[config.mk]
export PLATFORM = sky130hd
export DESIGN_NAME = free_list_ctrl
export DESIGN_NICKNAME = d
export VERILOG_FILES = /design/src/rtl/free_list_ctrl.sv
export SDC_FILE = /design/constraint.sdc
export NUM_CORES = 2
export LEC_CHECK = 0
export CORE_MARGIN = 10
export CORE_UTILIZATION = 56
export DETAILED_ROUTE_END_ITERATION = 7
export GPL_ROUTABILITY_DRIVEN = 0
export GPL_TIMING_DRIVEN = 1
export PLACE_DENSITY = 0.74
export REMOVE_ABC_BUFFERS = 1
export SKIP_CTS_REPAIR_TIMING = 1
export SLEW_MARGIN = 20
export SYNTH_ARGS = -nofsm -noshare
export SYNTH_HDL_FRONTEND = slang
export SYNTH_SLANG_ARGS = --single-unit
[constraint.sdc]
create_clock -name clk -period 35 [get_ports clk]
set_clock_uncertainty 0.1 [all_clocks]
set_input_delay 3.5 -clock clk [delete_from_list [all_inputs] [get_ports clk]]
set_output_delay 3.5 -clock clk [all_outputs]
set_load 0.02 [all_outputs]
[src/rtl/free_list_ctrl.sv]
// Free-list controller for packet-memory blocks: a circular FIFO of free block
// indices, self-populated after reset, with registered allocation grants.
module free_list_ctrl #(
  parameter int ADDR_W     = 8,
  parameter int NUM_BLOCKS = 256
) (
  input  logic              clk,
  input  logic              rst,
  input  logic              fl_alloc_req_i,
  output logic              fl_alloc_gnt_o,
  output logic [ADDR_W-1:0] fl_alloc_block_idx_o,
  input  logic              free_req_i,
  input  logic [ADDR_W-1:0] free_block_idx_i,
  output logic              init_done_o,
  output logic [ADDR_W:0]   free_count_o,
  output logic              empty_o,
  output logic              err_o
);

  localparam logic [ADDR_W-1:0] LAST_IDX = ADDR_W'(NUM_BLOCKS - 1);
  localparam logic [ADDR_W:0]   FULL_CNT = (ADDR_W + 1)'(NUM_BLOCKS);
  localparam logic [ADDR_W:0]   CNT_ONE  = (ADDR_W + 1)'(1);

  typedef enum logic {INIT, RUN} state_t;

  state_t              state_reg, state_next;
  logic [ADDR_W-1:0]   rd_ptr_reg, wr_ptr_reg;
  logic [ADDR_W:0]     count_reg;
  logic [ADDR_W-1:0]   mem [NUM_BLOCKS];
  logic                pop, push, bad_free, wr_en;
  logic [ADDR_W-1:0]   wr_data;

  function automatic logic [ADDR_W-1:0] ptr_inc(input logic [ADDR_W-1:0] p);
    return (p == LAST_IDX) ? '0 : p + ADDR_W'(1);
  endfunction

  // During INIT the write pointer doubles as the index being seeded.
  always_comb begin
    state_next = state_reg;
    pop        = 1'b0;
    push       = 1'b0;
    bad_free   = 1'b0;
    wr_en      = 1'b0;
    wr_data    = wr_ptr_reg;
    case (state_reg)
      INIT: begin
        wr_en = 1'b1;
        if (wr_ptr_reg == LAST_IDX) state_next = RUN;
      end
      RUN: begin
        pop = fl_alloc_req_i && (count_reg != '0);
        if (free_req_i) begin
          if ((count_reg == FULL_CNT) || ({1'b0, free_block_idx_i} >= FULL_CNT))
            bad_free = 1'b1;
          else
            push = 1'b1;
        end
        wr_en   = push;
        wr_data = free_block_idx_i;
      end
      default: state_next = INIT;
    endcase
  end

  always_ff @(posedge clk) begin
    if (rst) begin
      state_reg            <= INIT;
      rd_ptr_reg           <= '0;
      wr_ptr_reg           <= '0;
      count_reg            <= '0;
      init_done_o          <= 1'b0;
      fl_alloc_gnt_o       <= 1'b0;
      fl_alloc_block_idx_o <= '0;
      err_o                <= 1'b0;
    end else begin
      state_reg      <= state_next;
      init_done_o    <= (state_next == RUN);
      fl_alloc_gnt_o <= pop;
      err_o          <= err_o | bad_free;
      if (pop) begin
        fl_alloc_block_idx_o <= mem[rd_ptr_reg];
        rd_ptr_reg           <= ptr_inc(rd_ptr_reg);
      end
      if (wr_en) wr_ptr_reg <= ptr_inc(wr_ptr_reg);
      case ({wr_en, pop})
        2'b10:   count_reg <= count_reg + CNT_ONE;
        2'b01:   count_reg <= count_reg - CNT_ONE;
        default: count_reg <= count_reg;
      endcase
    end
  end

  // Storage is not reset; a write never targets the head of a non-empty list,
  // so a same-edge pop always reads an older entry.
  always_ff @(posedge clk) begin
    if (wr_en && !rst) mem[wr_ptr_reg] <= wr_data;
  end

  assign free_count_o = count_reg;
  assign empty_o      = (count_reg == '0);

endmodule
* Yosys cells after proc, flatten, opt, wreduce, memory -nomap -nowiden *
Memory sizes are Yosys's and may differ from the RTL's. A register that Yosys moved wholly into a read port is not among the register bits.
Cells that the tools add are included.
W data, S select, Z words.

word-level totals
  bits in writable memories = 2048
  output and inout port bits = 21
  memories kept = 1
  logic and storage cells = 39
  register bits = 28

operators by class
  $add $sub $neg = 4
  reduce and logical (&&, ||, !) cells = 6
  mux-type cells = 15
  equality and inequality tests = 5
  bitwise logic cells = 2

memory list
  name  depth  width  read ports  clocked after memory_dff  write ports  RTL line  RTL
  mem   256    8      1           1                         1            29        logic [ADDR_W-1:0] mem [NUM_BLOCKS];

operators with widths
  kind                   number
  $mux W8                3
  $pmux W9 S2            1
  $add A8 B1 Y8 const B  2
  $eq A8 B8 Y1 const B   2
  $mux W1                10
  $add A9 B1 Y9 const B  1
  $eq A9 B9 Y1 const B   1
  $logic_not A9 Y1       1
  $reduce_bool A9 Y1     1
  $sub A9 B1 Y9 const B  1
  $eq A2 B1 Y1 const B   1
  $eq A2 B2 Y1 const B   1
  $logic_and A1 B1 Y1    2
  $pmux W1 S2            1
  $reduce_bool A2 Y1     1
  $logic_not A1 Y1       1
  $not A1 Y1             1
  $or A1 B1 Y1           1

* Logic depth before layout (Yosys ltp) *
  word-level depth = 7
  gate-level depth with buffers = 15
  mapped depth without buffers = 14

* Worst setup path before layout *
No wires, ideal clock.

  path type = reg-to-reg
  start point = reg state_reg
  end point = mem mem[0][0] (data pin)
  stages on the path, launching flop included = 3
  arrival time = 10.586 ns
  path slack = 22.124 ns
  required time = 32.710 ns
  cells stage by stage = dfxtp_1 > clkbuf_1 > o21ai_0

on the way
  cells in the longest elaborated chain, start to end = 1

RTL lines
  item                    RTL line  RTL
  start, declared         26        state_t state_reg, state_next;
  start signal, assigned  76        state_reg <= state_next;
  $mux W8                 45        case (state_reg)
  named net wr_data[0]    31        logic [ADDR_W-1:0] wr_data;
  end, declared           29

The timed path passes the listed nets, and every way through them passes these cells.

* Worst setup path after layout *
  start point = in fl_alloc_req_i
  end point = reg count_reg[8] (netlist: free_count_o[8])

on the way
  cells in the longest elaborated chain, start to end = 4
  elaborated cells on any way between the ends = 6
  those cells by class = 2 x eq/ne; 2 x mux; 2 x reduce/logical

RTL lines
  item                                               RTL line  RTL
  start, declared                                    9         input logic fl_alloc_req_i,
  $logic_and A1 B1 Y1 (*)                            51        pop = fl_alloc_req_i && (count_reg != '0);
  $mux W1 (*)                                        45
  $eq A2 B1 Y1 or $eq A2 B2 Y1 (tied branches)       85        case ({wr_en, pop})
  $pmux W9 S2 or $reduce_bool A2 Y1 (tied branches)  -
  end signal, assigned                               86        2'b10: count_reg <= count_reg + CNT_ONE;
  end signal, assigned                               87        2'b01: count_reg <= count_reg - CNT_ONE;
  end signal, assigned                               88        default: count_reg <= count_reg;
  end, declared                                      28        logic [ADDR_W:0] count_reg;

Every way passes the cells marked *; elsewhere a longest branch is shown, timed or not.
A chain may end at the register's enable or synchronous reset.

==> impl_metrics.py <==
metrics = {
    "outcome": {
        "status": "completed",
    },
    "cts": {
        "cts_tree": "yes",
        "htreeDepth": 4,
        "cts.path.max_buffers": 3,
        "cts_sinks": 2084,
        "cts_inserted_buffers": 196,
        "clock_latency_ns": 0.86,
        "root_buffer": "clkbuf_16",
        "clkTransAtPathRegs_ns": 0.06,
    },
    "power": {
        "p_leak_nw": 28.0,
        "clkPwrFrac": 0.426,
        "p_switching_mw": 0.976,
        "p_comb_frac": 0.012,
        "internal_power_mw": 3.88,
        "power_density_mw_per_mm2": 53.7,
        "peakVddDrop_v": 0.0000559,
        "seq_power_share": 0.561,
        "p_sw_frac": 0.201,
    },
    "final_layout": {
        "antenna_cells": 0,
        "final_cell_mix": "edfxtp_1, mux4_2, nor2_1, clkbuf_16, mux2i_1",
        "largest_register": "mem",
        "syn_to_final_growth_pct": 9.42,
        "fin_nets": 4131,
        "drive_above_1_share": 0.179,
        "final_common_cell": "edfxtp_1",
        "largest_register_ffs": 2048,
        "final_cells": 6183,
    },
    "logic_synthesis": {
        "synth_seq_cells": 2084,
        "seq_area_frac_synth": 0.753,
        "synth.yosys.warnings": 0,
        "synth_flop_cell": "edfxtp_1",
        "synthesis.area_mm2": 0.0826,
        "synth-edff-count": 2048,
        "syn_avg_cell_area_um2": 20.5,
        "ys_async_sr_fraction": 0,
        "synth_cell_type_count": 89,
        "postSynthCellCount": 4030,
    },
    "die": {
        "chipHeight_um": 404,
        "die_area_mm2": 0.163,
        "die_w_um": 404,
        "pin_count": 33,
        "num_rows": 140,
        "start_util": 0.566,
        "fp.coreArea_mm2": 0.146,
    },
    "sta": {
        "rsz0062_at_grt": "false",
        "max_freq_ghz": 0.137,
        "finalSetupTns_ns": 0,
        "setup_viol": 0,
        "hold_violations": 0,
        "finalCritPeriodShare": 0.208,
        "worst_slew_pin_slew_ns": 1.24,
        "maxSlewViolCount": 0,
        "slew_headroom": 0.174,
        "finalCriticalPeriod_ns": 7.30,
    },
    "placement": {
        "dp_cells": 5822,
        "io_buffers": 32,
        "place_hpwl_um": 131000,
    },
    "critical_path": {
        "cp_data_arrival_time_ns": 7.96,
        "crit_type": "in -> reg",
        "ff2ff_setup_slack_ns": 29.22,
        "path_cells": "clkdlybuf4s50_1 > nand2_1 > or2_2 > inv_1 > ha_1 > ha_1 > a21o_1 > a21oi_1 > o21bai_1 > a2111oi_0 > nor4_1 > or4_1 > a21oi_1",
        "cpMaxStageDelayCell": "ha_1",
        "crit_fanout": 16,
        "start_kind": "primary input",
        "cp-end-kind": "flip-flop",
        "critPathMaxStageDelay_ns": 0.62,
        "required_ns": 35.66,
    },
    "grt": {
        "overflow": 0,
        "grt_pass1_wl_um": 313000,
        "grt_pass1_vias": 41936,
        "antenna_found_initial": 13,
        "grt_max_degree": 150,
        "grt_usage": 0.268,
    },
    "route": {
        "final_antenna_net_count": 0,
        "vias_per_cell": 6.89,
        "wl_um": 219000,
        "wire_per_inst_um": 35.5,
        "drcViolationCount": 0,
        "dr.pass1.iters": 8,
        "vias": 42624,
        "first_iter_violations": 6994,
    },
    "min_path": {
        "hp-class": "reg -> reg",
    },
    "flow_run": {
        "max_cap_viol_count": 0,
    },
}
==> synthesized netlist by cell type, types with 21 or more instances <==
library cell     n  area share
mux2i_1        179       0.022
nand3_1         51      0.0031
nor2_1         330       0.015
buf_2           59      0.0036
mux4_2         341       0.093
clkbuf_1        64      0.0029
a21oi_1         83      0.0050
clkbuf_8        21      0.0035
buf_6           22      0.0030
buf_12          22      0.0053
buf_4           23      0.0021
dfxtp_1         36      0.0087
o221ai_1        25      0.0026
a22oi_1         66      0.0060
edfxtp_1      2048        0.74
mux4_1         103       0.033
a221oi_1        36      0.0038
nor2b_1         21      0.0016
nand2_1        113      0.0051
o21ai_0         48      0.0029
==> per-stage QoR <==
step	setup slack (ns)	hold WS [ns]	utilization	instance area [um^2]	total power, mW
after floorplan	10.73	0.367	-	80600	2.81
after global placement	26.94	0.351	0.576	84200	2.84
after detailed placement	26.94	0.365	0.576	84200	2.84
after CTS	27.81	0.386	0.619	90400	4.87
after global routing	27.60	0.427	0.619	90400	4.97
final	27.70	0.378	0.619	90400	4.86
==> kinds of logic (layout without fill, tap and decap cells) <==
logic type / count (synthesis) / count (layout) / synth area share
xor gates and xnor gates: 16 / 16 / 0.00170
and+or+nand+nor: 601 / 601 / 0.0317
DFF: 2084 / 2084 / 0.753
buffers and inverters: 256 / 492 / 0.0254
adders and majority gates: 14 / 14 / 0.00221
AOI/OAI and AO/OA: 418 / 418 / 0.0363
muxes: 641 / 641 / 0.150
==> power by group through the flow <==
stage	clock, mW	combinational, mW	sequential, mW
after global routing	2.18	0.0609	2.73
after global placement	0	0.0571	2.78
final	2.07	0.0600	2.73
after floorplan	0	0.0203	2.79
after CTS	2.08	0.0580	2.73
after detailed placement	0	0.0580	2.78
==> final timing paths <==
path                  start                       to  cells past startpoint
max          fl_alloc_req_i          free_count_o[8]                     13
min                   err_o                    err_o                      2
max reg2reg   rd_ptr_reg[0]  fl_alloc_block_idx_o[7]                      8
min reg2reg           err_o                    err_o                      2
==> critical path: cells and delay by family <==
kind | cells | cell delay, ns
compound gates | 5 | 1.23
simple gates | 4 | 1.15
buf+inv | 2 | 1.05
fa+ha+maj | 2 | 1.00
==> layout make-up <==
type | count | area (um^2)
Fill cell | 9705 | 55700
Sequential cell | 2084 | 62200
Clock buffer | 240 | 5090
Multi-Input combinational cell | 1690 | 18500
Timing Repair Buffer | 113 | 1030
Inverter | 20 | 75.1
Tap cell | 1917 | 2400
Clock inverter | 119 | 1110
==> routing by layer <==
layer,wire length (um),GRT usage,up-vias,part of all wire
met5,161,0,-,0.00073
met4,11600,0.121,26,0.053
met3,30800,0.0913,634,0.14
met2,98000,0.394,3322,0.45
met1,78700,0.366,21709,0.36
li1,-,-,16933,-
No activity file was read; power rests on OpenSTA's default activity.
